[config.mk]
export PLATFORM = sky130hd
export DESIGN_NAME = ram_reader
export DESIGN_NICKNAME = d
export VERILOG_FILES = /design/src/rtl/ram_reader_pkg.sv /design/src/rtl/ram_reader_dwell_counter.sv /design/src/rtl/ram_reader.sv
export SDC_FILE = /design/constraint.sdc
export NUM_CORES = 1
export LEC_CHECK = 0
export ABC_AREA = 1
export CAP_MARGIN = 10
export CORE_MARGIN = 10
export CORE_UTILIZATION = 44
export CTS_CLUSTER_SIZE = 8
export DETAILED_ROUTE_END_ITERATION = 10
export GPL_TIMING_DRIVEN = 0
export PLACE_DENSITY_LB_ADDON = 0.1
export SETUP_SLACK_MARGIN = 0.3
export SLEW_MARGIN = 20
export SYNTH_ARGS = -nofsm -noshare
export SYNTH_HDL_FRONTEND = slang
export SYNTH_HIERARCHICAL = 1
export SYNTH_SLANG_ARGS = --single-unit
[constraint.sdc]
create_clock -name clock -period 5.1 [get_ports clock]
set_input_delay 1.02 -clock clock [delete_from_list [all_inputs] [get_ports clock]]
set_output_delay 1.02 -clock clock [all_outputs]
set_load 0.01 [all_outputs]
[src/rtl/ram_reader_pkg.sv]
// ram_reader_pkg: shared widths, sweep constants and FSM state encoding for ram_reader
package ram_reader_pkg;
  localparam int ADDR_W_DEF = 5;
  localparam int DATA_W_DEF = 4;
  localparam int LAST_ADDR = (1 << ADDR_W_DEF) - 1;
  typedef enum logic [2:0] {IDLE, ISSUE, WAIT, CAPTURE, HOLD, DONE} state_t;
  function automatic int cnt_w(input int n);
    return n > 1 ? $clog2(n) : 1;
  endfunction
endpackage

[src/rtl/ram_reader_dwell_counter.sv]
// dwell_counter: loadable down-counter that sticks at zero and flags it
module dwell_counter #(
  parameter int W = 1
) (
  input  logic         clock,
  input  logic         resetn,
  input  logic         load,
  input  logic         en,
  input  logic [W-1:0] value,
  output logic         zero
);
  logic [W-1:0] count;
  // load wins over counting; counting stops once zero is reached
  always_ff @(posedge clock or negedge resetn)
    if (!resetn) count <= '0;
    else count <= load ? value : (en && !zero) ? count - 1'b1 : count;
  assign zero = count == '0;
endmodule

[src/rtl/ram_reader.sv]
// ram_reader: sweeps ram32x4 addresses and holds each word on the display outputs; optional RAM_READER_MATCH_EN adds match counting
module ram_reader
  import ram_reader_pkg::*;
#(
  parameter int ADDR_W       = ADDR_W_DEF,
  parameter int DATA_W       = DATA_W_DEF,
  parameter int RD_LATENCY   = 1,
  parameter int DWELL_CYCLES = 50000000
) (
  input  logic              clock,
  input  logic              resetn,
  input  logic              start,
  input  logic              stop,
  input  logic              continuous,
  output logic [ADDR_W-1:0] ram_address,
  output logic              ram_wren,
  input  logic [DATA_W-1:0] ram_q,
  output logic [ADDR_W-1:0] out_address,
  output logic [DATA_W-1:0] out_data,
  output logic              out_valid,
  output logic              busy,
`ifdef RAM_READER_MATCH_EN
  input  logic [DATA_W-1:0] match_value,
  output logic [ADDR_W:0]   match_count,
`endif
  output logic              done
);
  localparam int DW_W  = cnt_w(DWELL_CYCLES);
  localparam int LAT_W = cnt_w(RD_LATENCY);
  state_t state;
  logic go_issue, lat_zero, dw_zero, last;
  assign ram_wren = 1'b0;
  assign last = &ram_address;
  // the latency count is loaded on the way into ISSUE so ISSUE itself already counts as one latency clock
  always_comb go_issue = !stop && ((state == IDLE || state == DONE) ? start : (state == HOLD && dw_zero && (!last || continuous)));
  dwell_counter #(.W(LAT_W)) u_lat (
    .clock(clock),
    .resetn(resetn),
    .load(go_issue),
    .en(state == ISSUE || state == WAIT),
    .value(LAT_W'(RD_LATENCY - 1)),
    .zero(lat_zero)
  );
  dwell_counter #(.W(DW_W)) u_dwell (
    .clock(clock),
    .resetn(resetn),
    .load(state == CAPTURE),
    .en(state == HOLD),
    .value(DW_W'(DWELL_CYCLES - 1)),
    .zero(dw_zero)
  );
  // sweep sequencer: owns state, RAM address and every registered output; stop overrides everything
  always_ff @(posedge clock or negedge resetn)
    if (!resetn) begin
      state       <= IDLE;
      ram_address <= '0;
      out_address <= '0;
      out_data    <= '0;
      out_valid   <= 1'b0;
      busy        <= 1'b0;
      done        <= 1'b0;
`ifdef RAM_READER_MATCH_EN
      match_count <= '0;
`endif
    end else begin
      out_valid <= 1'b0;
      if (stop) begin
        state <= IDLE;
        busy  <= 1'b0;
        done  <= 1'b0;
      end else begin
        case (state)
          IDLE, DONE: if (start) begin
            ram_address <= '0;
            done        <= 1'b0;
            busy        <= 1'b1;
            state       <= ISSUE;
`ifdef RAM_READER_MATCH_EN
            match_count <= '0;
`endif
          end
          ISSUE: state <= lat_zero ? CAPTURE : WAIT;
          WAIT: if (lat_zero) state <= CAPTURE;
          CAPTURE: begin
            out_data    <= ram_q;
            out_address <= ram_address;
            out_valid   <= 1'b1;
            state       <= HOLD;
`ifdef RAM_READER_MATCH_EN
            if (ram_q == match_value && !match_count[ADDR_W]) match_count <= match_count + 1'b1;
`endif
          end
          HOLD: if (dw_zero) begin
            if (!last || continuous) begin
              ram_address <= ram_address + 1'b1;
              state       <= ISSUE;
            end else begin
              state <= DONE;
              busy  <= 1'b0;
              done  <= 1'b1;
            end
          end
          default: state <= IDLE;
        endcase
      end
    end
endmodule
==> impl_metrics.ini, run 1 <==
[layout]
n_antenna_cell = 0
multi_input_area_mm2 = 0.00191
drive_gt1_share_pct = 11.7
area_growth_pct = 17.2
fill_cells = 761
instances_no_fill = 636
fin_nets = 548
seq_area_mm2 = 0.00118

[die]
die_w_um = 106
die-area_mm2 = 0.0112
fp.dieH_um = 106
rows = 31
core_area_mm2 = 0.00721
start_util_pct = 45.0
pin_count = 27

[flow_run]
maxCapViolCount = 0

[sta]
rsz0062_at_grt = false
fin_setup_tns_ps = 0
fin_crit_sh_pct = 47.1
relSlewSlack_pct = 59.4
max_freq_ghz = 0.417
finalCriticalPeriod_ps = 2400
finalMaxSlewViolations = 0
hold_violations = 0
setup_viol_count_final = 0
skew_ps = 7.36
worst_pin_slew_ps = 609
fin_hold_ws_ps = 477

[yosys]
synthDistinctLibCells = 32
muxShareOfSynthArea_pct = 0
synth_common_cells = nand2_1, nand3_1, dfrtp_1, nor2_1, inv_1
synthSimpleGateAreaFrac_pct = 48.2
netlist.area_leader.share_pct = 36.2
synth_area_leaders = dfrtp_1, nand2_1, nand3_1
synth_top_cell_by_area = dfrtp_1
synth.avg_cell_area_um2 = 6.78
dominantRegCellSynth = dfrtp_1
synth.most_common_cell = nand2_1
synth_xor_area_share_pct = 1.35
seq_area_frac_synth_pct = 36.2
ys_ff_latch = 47
synth_top_family_by_area = simple AND/OR/NAND/NOR gates
async_flop_share_pct = 100
syn_inst = 479
synthesis.area_mm2 = 0.00325
synth_edf_count = 0
yosysWarnings = 6
synthAdderAreaFrac_pct = 1.16
synth_compound_area_share_pct = 5.05

[setup_path]
worstPathMaxFanout = 7
cp_num_buf_inv = 1
end_kind = output pin
worst-path-stages = 1
crit_start = ram_address[0]$_DFFE_PN0P_
endpoint = ram_address[0]
r2r_end = u_lat/count$_DFFE_PN0P_
worst_ep_arrival_time_ps = 1380
rrSetupSlack_ps = 2850
cpPeakStageDelay_ps = 590
ff2ff_path_depth = 15
crit_family = buffers and inverters
path_cells = clkdlybuf4s50_1
cp_slowest_cell = clkdlybuf4s50_1
critical_path_class = flip-flop to output pin
cp.required_ps = 4080
startpoint_type = flip-flop
r2r_start = u_dwell/count[1]$_DFFE_PN0P_

[route]
drt-pass1-iter-count = 4
drc = 0
antenna_left = 0
viasPerCell = 4.74
wl_um = 7560
vias = 3016
post_drt_wl_per_cell_um = 11.9
drt_iter0_markers = 138

[global_routing]
grt_max_degree = 48
grt_pass1_vias = 2835
gr-total-overflow = 0
grt_usage_pct = 14.0
grt_pass1_wl_um = 13300
antenna_found_initial = 0

[place]
dp.cells = 628
place_hpwl_um = 5660
port_buffers = 24
place_congestion = 0.884

[clocking]
cts_buffer_depth = 2
clkTransAtPathRegs_ps = 90
cts_tree = built
cts_hold_buffers = 0
cts.sinks = 47
cts_root_buf = clkbuf_8
clk_latency_ps = 300
cts-buffers-inserted = 5
cts-resized-gates = 0
cts_setup_buffers = 0
htree_levels = 2

[power]
fin_total_pwr_mw = 1.84
ir_worst_vdd_v = 0.000200
p_leak_nw = 1.97
p_per_area_mw_per_mm2 = 485

[outcome]
status = finished clean

[min_path]
hold_class = flip-flop to flip-flop
-- worst min path at each step --
stage,to,slack (ps),start,cells past startpoint
floorplan,u_lat/count$_DFFE_PN0P_,470,u_lat/count$_DFFE_PN0P_,2
global placement,done$_DFFE_PN0P_,460,done$_DFFE_PN0P_,2
detailed placement,out_data[0]$_DFFE_PN0P_,460,out_data[0]$_DFFE_PN0P_,2
CTS,busy$_DFFE_PN0P_,490,busy$_DFFE_PN0P_,2
global route,out_data[0]$_DFFE_PN0P_,520,out_data[0]$_DFFE_PN0P_,2
finish,busy$_DFFE_PN0P_,480,busy$_DFFE_PN0P_,2
-- per-stage QoR --
stage	setup slack, ps	utilization (%)	instance area, um^2
after global routing	2620	52.7	3800
final	2700	52.7	3800
after detailed placement	2780	51.4	3700
after floorplan	3160	-	3340
after CTS	2680	52.7	3800
after global placement	1530	51.4	3710
-- power by group --
part | internal [mW] | total, mW | switching, mW
combinational | 0.353 | 0.938 | 0.586
clock | 0.111 | 0.245 | 0.134
sequential | 0.507 | 0.661 | 0.154
-- cell families after synthesis --
family	after synthesis
compound gates	24
fa+ha+maj	3
xor+xnor	5
flops	47
simple gates	340
buf+inv	58
other cells	2
-- sequential cells by signal, summed over array words and instances, names as in the netlist --
name           count
busy               1
done               1
out_address        5
out_data           4
out_valid          1
ram_address        5
state              3
u_dwell/count     26
u_lat/count        1
-- layout by cell type (no fill, tap or decap) --
cell type	netlist	final
inv_4	1	1
nand2_1	186	186
inv_2	4	4
nor4_1	1	1
buf_6	3	3
clkinv_4	0	1
buf_2	2	2
nand3_2	3	3
o21ai_4	1	1
dfrtp_1	47	47
o21ai_0	9	9
conb_1	2	28
nor3b_1	1	1
a21oi_1	5	5
nand2_2	12	12
inv_1	40	40
nand3b_1	3	3
clkdlybuf4s50_1	0	23
nand4_1	10	10
nor2_8	1	1
nor2_1	47	47
clkinvlp_4	0	1
xor2_1	5	5
nand3_1	57	57
buf_4	2	3
ha_1	3	3
nor3_1	2	2
nor2_4	5	5
clkbuf_1	5	5
a21o_1	1	1
clkbuf_8	0	6
nand3b_4	1	1
nand2_4	5	5
o21ai_2	8	8
buf_1	1	1
nor2_2	6	6
-- layer usage --
layer / GRT usage [%] / part of all wire (%) / up-vias
met1: 17.9 / 47 / 1376
met3: 2.92 / 4.4 / 2
met4: 4.06 / 0.50 / 0
met5: 0 / 0 / -
li1: - / - / 1598
met2: 23.1 / 48 / 40
-- layout make-up --
type | instances | area share [%]
Buffer | 13 | 2.14
Clock buffer | 6 | 2.17
Clock inverter | 2 | 0.428
Inverter | 45 | 4.51
Multi-Input combinational cell | 400 | 50.3
Sequential cell | 47 | 30.9
Tap cell | 99 | 3.26
Timing Repair Buffer | 24 | 6.25
Power figures use the tool's default switching activity.
==> run 2, diff against run 1 <==
- clock period: 5.1 -> 2.4 ns (I/O delays scaled with it)
==> run 2 against run 1 <==
Compared with the run above: hold slack worse by 290 ps; design area up 1.8%; cell count up 1.1%; combinational power up 120%; sequential share of layout area down 0.56 points; first-iteration DRC count up 2.2%; power up 120%; die area unchanged; wire length up 1.4%; clock skew down 1.3 ps; largest cell class unchanged; largest power group unchanged; highest routed layer unchanged.
==> impl_metrics.ini, run 2 (synthesis gave the netlist of run 1 again) <==
[route]
post_drt_wl_per_cell_um = 11.9
wl_um = 7660
drt_iter0_markers = 141
viasPerCell = 4.77
drc = 0
antenna_left = 0
vias = 3069
drt-pass1-iter-count = 4

[setup_path]
rrSetupSlack_ps = 430
r2r_start = u_dwell/count[1]$_DFFE_PN0P_
crit_path_frequent_cell = nand2_4
crit_start = u_dwell/count[1]$_DFFE_PN0P_
cp_slowest_cell = dfrtp_1
critical_path_class = flip-flop to flip-flop
end_kind = flip-flop
startpoint_type = flip-flop
path_cells = inv_1, ha_4, nand2_4, nor2_8, buf_4, nand2_4, o21ai_4, nand2_4, buf_6, nand2_2, o21ai_2
worst_ep_arrival_time_ps = 2170
cpPeakStageDelay_ps = 390
cp.required_ps = 2600
ff2ff_path_depth = 11
r2r_end = u_dwell/count[11]$_DFFE_PN0P_
worstPathMaxFanout = 10

[clocking]
clkTransAtPathRegs_ps = 90
cts_tree = built
htree_levels = 2
cts_root_buf = clkbuf_8
cts.sinks = 47
clk_latency_ps = 300
cts_buffer_depth = 2
cts_hold_buffers = 0
cts-buffers-inserted = 5

[power]
p_int_mw = 2.11
pwr-share-comb_pct = 51.7
p_sw_share_pct = 47.1
clkPwrFrac_pct = 13.0
p_switching_mw = 1.88
power_frac_seq_pct = 35.3
fin_total_pwr_mw = 3.99
p_leak_nw = 2.01
p_per_area_mw_per_mm2 = 1030
ir_worst_vdd_v = 0.000425

[layout]
final_common_cell = nand2_1
top_register = u_dwell/count
final_cell_mix = nand2_1, nand3_1, dfrtp_1
finish.utilization_pct = 53.7
final_area_mm2 = 0.00387
largest_register_ffs = 26
instances_no_fill = 643
fill_cells = 753
area_growth_pct = 19.4
fin_nets = 555
drive_gt1_share_pct = 13.4
n_antenna_cell = 0
top_regs = u_dwell/count x26, out_address x5, ram_address x5

[global_routing]
antenna_found_initial = 0
grt_pass1_wl_um = 13300
gr-total-overflow = 0
grt_usage_pct = 14.0
grt_pass1_vias = 2835
grt_max_degree = 48

[place]
place_congestion = 0.884
dp.cells = 628
place_area_mm2 = 0.00370
place_hpwl_um = 5660
port_buffers = 24

[sta]
finalMaxSlewViolations = 0
worst_pin_slew_ps = 619
finalCriticalPeriod_ps = 1970
relSlewSlack_pct = 58.7
rsz0062_at_grt = true
hold_violations = 0
skew_ps = 6.06
max_freq_ghz = 0.508
setup_viol_count_final = 0
fin_crit_sh_pct = 82.0

[die]
fp.dieH_um = 106
die-area_mm2 = 0.0112
start_util_pct = 45.0
rows = 31
pin_count = 27
die_w_um = 106
core_area_mm2 = 0.00721

[flow_run]
maxCapViolCount = 0

[outcome]
status = finished clean

[min_path]
hold_class = input port to asynchronous set/reset pin
## run 2: cell types whose count changed in the layout (fill, tap and decap cells not counted), sizes merged
cell,before,now
buf,9,16
## run 2: metrics by stage
| step | hold WS [ps] | TNS [ps] | setup slack, ps |
|---|---|---|---|
| after floorplan | 184 | 0 | 458 |
| after global placement | 459 | -29590 | -632 |
| after detailed placement | 465 | 0 | 145 |
| after CTS | 203 | 0 | 311 |
| after global routing | 227 | 0 | 281 |
| final | 182 | 0 | 432 |
## run 2: final cells by class
type                            instances  area [um^2]  share of cell area [%]
Multi-Input combinational cell        400         1930                    49.9
Inverter                               45          171                    4.43
Sequential cell                        47         1180                    30.4
Clock inverter                          2         16.3                   0.420
Timing Repair Buffer                   31          290                    7.49
Tap cell                               99          124                    3.20
Clock buffer                            6         82.6                    2.13
Buffer                                 13         81.3                    2.10
## run 2: how the worst max path moves through the flow
stage / to / cells past startpoint
final: u_dwell/count[11]$_DFFE_PN0P_ / 11
after global routing: u_lat/count$_DFFE_PN0P_ / 15
after CTS: u_lat/count$_DFFE_PN0P_ / 15
after detailed placement: u_lat/count$_DFFE_PN0P_ / 15
after global placement: u_dwell/count[21]$_DFFE_PN0P_ / 1
after floorplan: u_lat/count$_DFFE_PN0P_ / 15
## run 2: worst max-delay path: cells and delay by family, from the launching register on
| family | cells | cell delay (ps) |
|---|---|---|
| buffers and inverters | 3 | 440 |
| AO/OA/AOI/OAI | 2 | 340 |
| flip-flops | 1 | 390 |
| adder cells (fa/ha/maj) | 1 | 200 |
| AND/OR/NAND/NOR | 5 | 490 |
## run 2: timing repair
| action | in CTS | in global routing |
|---|---|---|
| resized for setup | 2 | 2 |
| hold endpoints to repair | 0 | 0 |
| setup buffers | 0 | 7 |
| pin swaps | 1 | 4 |
| endpoints found under the setup margin | 20 | 5 |
## run 2: routing by layer
metal	vias up	GRT usage [%]	share of wire, %
li1	1609	-	-
met1	1408	17.9	47
met2	50	23.1	48
met3	2	2.92	5.2
met4	0	4.06	0.50
met5	-	0	0
## run 2: power by group through the flow
stage               sequential, mW  combinational [mW]  clock [mW]
floorplan                     1.36                1.53           0
global placement              1.41                1.96           0
detailed placement            1.41                2.01           0
CTS                           1.40                2.04       0.550
global route                  1.46                2.38       0.580
finish                        1.41                2.06       0.519
==> run 3, diff against run 2 <==
- clock period: 2.4 -> 1.9 ns (I/O delays scaled with it)
==> run 3 against run 2 <==
Compared with the run above: largest power group unchanged; cell count rose by 4.5%; highest routed layer unchanged; power rose by 42%; register-to-register slack got worse by 400 ps; die area did not move; combinational power rose by 51%.
==> impl_metrics.ini, run 3 (synthesis gave the netlist of run 1 again) <==
[outcome]
status = finished clean

[global_routing]
grt_usage_pct = 14.4
grt_pass1_vias = 2918
grt_pass1_wl_um = 13800
gr-total-overflow = 0
antenna_found_initial = 0
grt_max_degree = 48

[route]
drc = 0
viasPerCell = 4.73
drt_iter0_markers = 182
drt-pass1-iter-count = 4
vias = 3178
antenna_left = 0
wl_um = 8300
post_drt_wl_per_cell_um = 12.3

[layout]
fill_cells = 713
drive_gt1_share_pct = 22.0
largest_register_ffs = 26
area_growth_pct = 31.1
final_cell_mix = nand2_1, nand3_1, nor2_1
final_area_mm2 = 0.00426
instances_no_fill = 672
fin_nets = 584
n_antenna_cell = 0
top_register = u_dwell/count
top_regs = u_dwell/count x26, out_address x5, ram_address x5
final_common_cell = nand2_1

[setup_path]
crit_start = u_dwell/count[5]$_DFFE_PN0P_
ff2ff_path_depth = 11
critical_path_class = flip-flop to flip-flop
startpoint_type = flip-flop
worstPathMaxFanout = 10
cp.required_ps = 2110
worst_ep_arrival_time_ps = 2080
end_kind = flip-flop
r2r_start = u_dwell/count[5]$_DFFE_PN0P_

[power]
ir_worst_vdd_v = 0.000656
p_per_area_mw_per_mm2 = 1330
fin_total_pwr_mw = 5.66
p_leak_nw = 2.33

[clocking]
clkTransAtPathRegs_ps = 100
cts-buffers-inserted = 5
cts_root_buf = clkbuf_8
cts_buffer_depth = 2
cts_tree = built
cts.sinks = 47
htree_levels = 2
clk_latency_ps = 310

[flow_run]
maxCapViolCount = 0

[die]
core_area_mm2 = 0.00721
fp.dieH_um = 106
die_w_um = 106
start_util_pct = 45.0
pin_count = 27
rows = 31
die-area_mm2 = 0.0112

[sta]
setup_slack_ps = 29.5
rsz0062_at_grt = true
setup_viol_count_final = 0
finalMaxSlewViolations = 0
worst_pin_slew_ps = 598
hold_violations = 0
fin_crit_sh_pct = 98.4
relSlewSlack_pct = 60.2
skew_ps = 15.2
finalCriticalPeriod_ps = 1870
fin_setup_tns_ps = 0
max_freq_ghz = 0.535

[place]
place_congestion = 0.857
port_buffers = 24
place_area_mm2 = 0.00372
dp_slack_ps = -134
place_hpwl_um = 5500
dp.cells = 628

[min_path]
hold_class = input port to asynchronous set/reset pin
## run 3: cell count changes in the layout (fill, tap and decap cells not counted), moves of 4 or more
cell	change
buf_4	+23
clkdlybuf4s50_1	-17
dlygate4sd2_1	+10
nor2_4	+9
dfrtp_1	-7
dfrtp_2	+7
dlymetal6s2s_1	+7
nand3_1	-5
nand3_2	+5
nor2_1	-4
## run 3: critical path, stage by stage, from the launching register on
cell	delay [ps]
dfrtp_1	440
nor2_2	170
nand2_2	110
nor2_8	160
buf_4	140
buf_12	90
nand2_4	60
o21ai_4	210
nand2_4	110
buf_6	160
nand2_1	70
nand2_1	50
## run 3: repair_timing
| item | CTS | global route |
|---|---|---|
| pin swaps | 13 | 23 |
| hold buffers | 0 | 0 |
| endpoints found under the setup margin | 46 | 43 |
| cloned | 1 | 1 |
| gates resized for setup | 24 | 33 |
| setup buffers | 25 | 9 |
## run 3: final timing paths
check	end	slack, ps
min	out_data[0]$_DFFE_PN0P_	70
max in group asynchronous	ram_address[1]$_DFFE_PN0P_	1390
min reg2reg	done$_DFFE_PN0P_	480
min in group clock	state[1]$_DFFE_PN0P_	330
max	u_dwell/count[14]$_DFFE_PN0P_	30
max reg2reg	u_dwell/count[14]$_DFFE_PN0P_	30
## run 3: metal layers
layer / GRT usage [%] / share of wire, %
met1: 18.3 / 45
met2: 25.0 / 49
met3: 2.44 / 5.1
met4: 3.19 / 1.3
met5: 0 / 0
## run 3: power by group
part | switching [mW] | internal (mW) | total [mW]
clock | 0.372 | 0.397 | 0.768
sequential | 0.413 | 1.37 | 1.78
combinational | 1.82 | 1.28 | 3.11
total | 2.61 | 3.05 | 5.66
## run 3: metrics by stage
stage               hold slack, ps  util [%]
global route                   121      59.0
detailed placement             435      51.5
CTS                           96.7      56.4
finish                        73.8      59.0
floorplan                     84.4         -
global placement               461      51.6
## run 3: area by class of cell
type	instances	area [um^2]	share of cell area (%)
sequential	47	1180	27.8
inverter	45	171	4.03
clock inverter	3	46.3	1.09
timing repair buffer	58	534	12.6
tap	99	124	2.91
multi-input combinational	402	2030	47.7
clock buffer	5	68.8	1.62
buffer	13	95.1	2.23
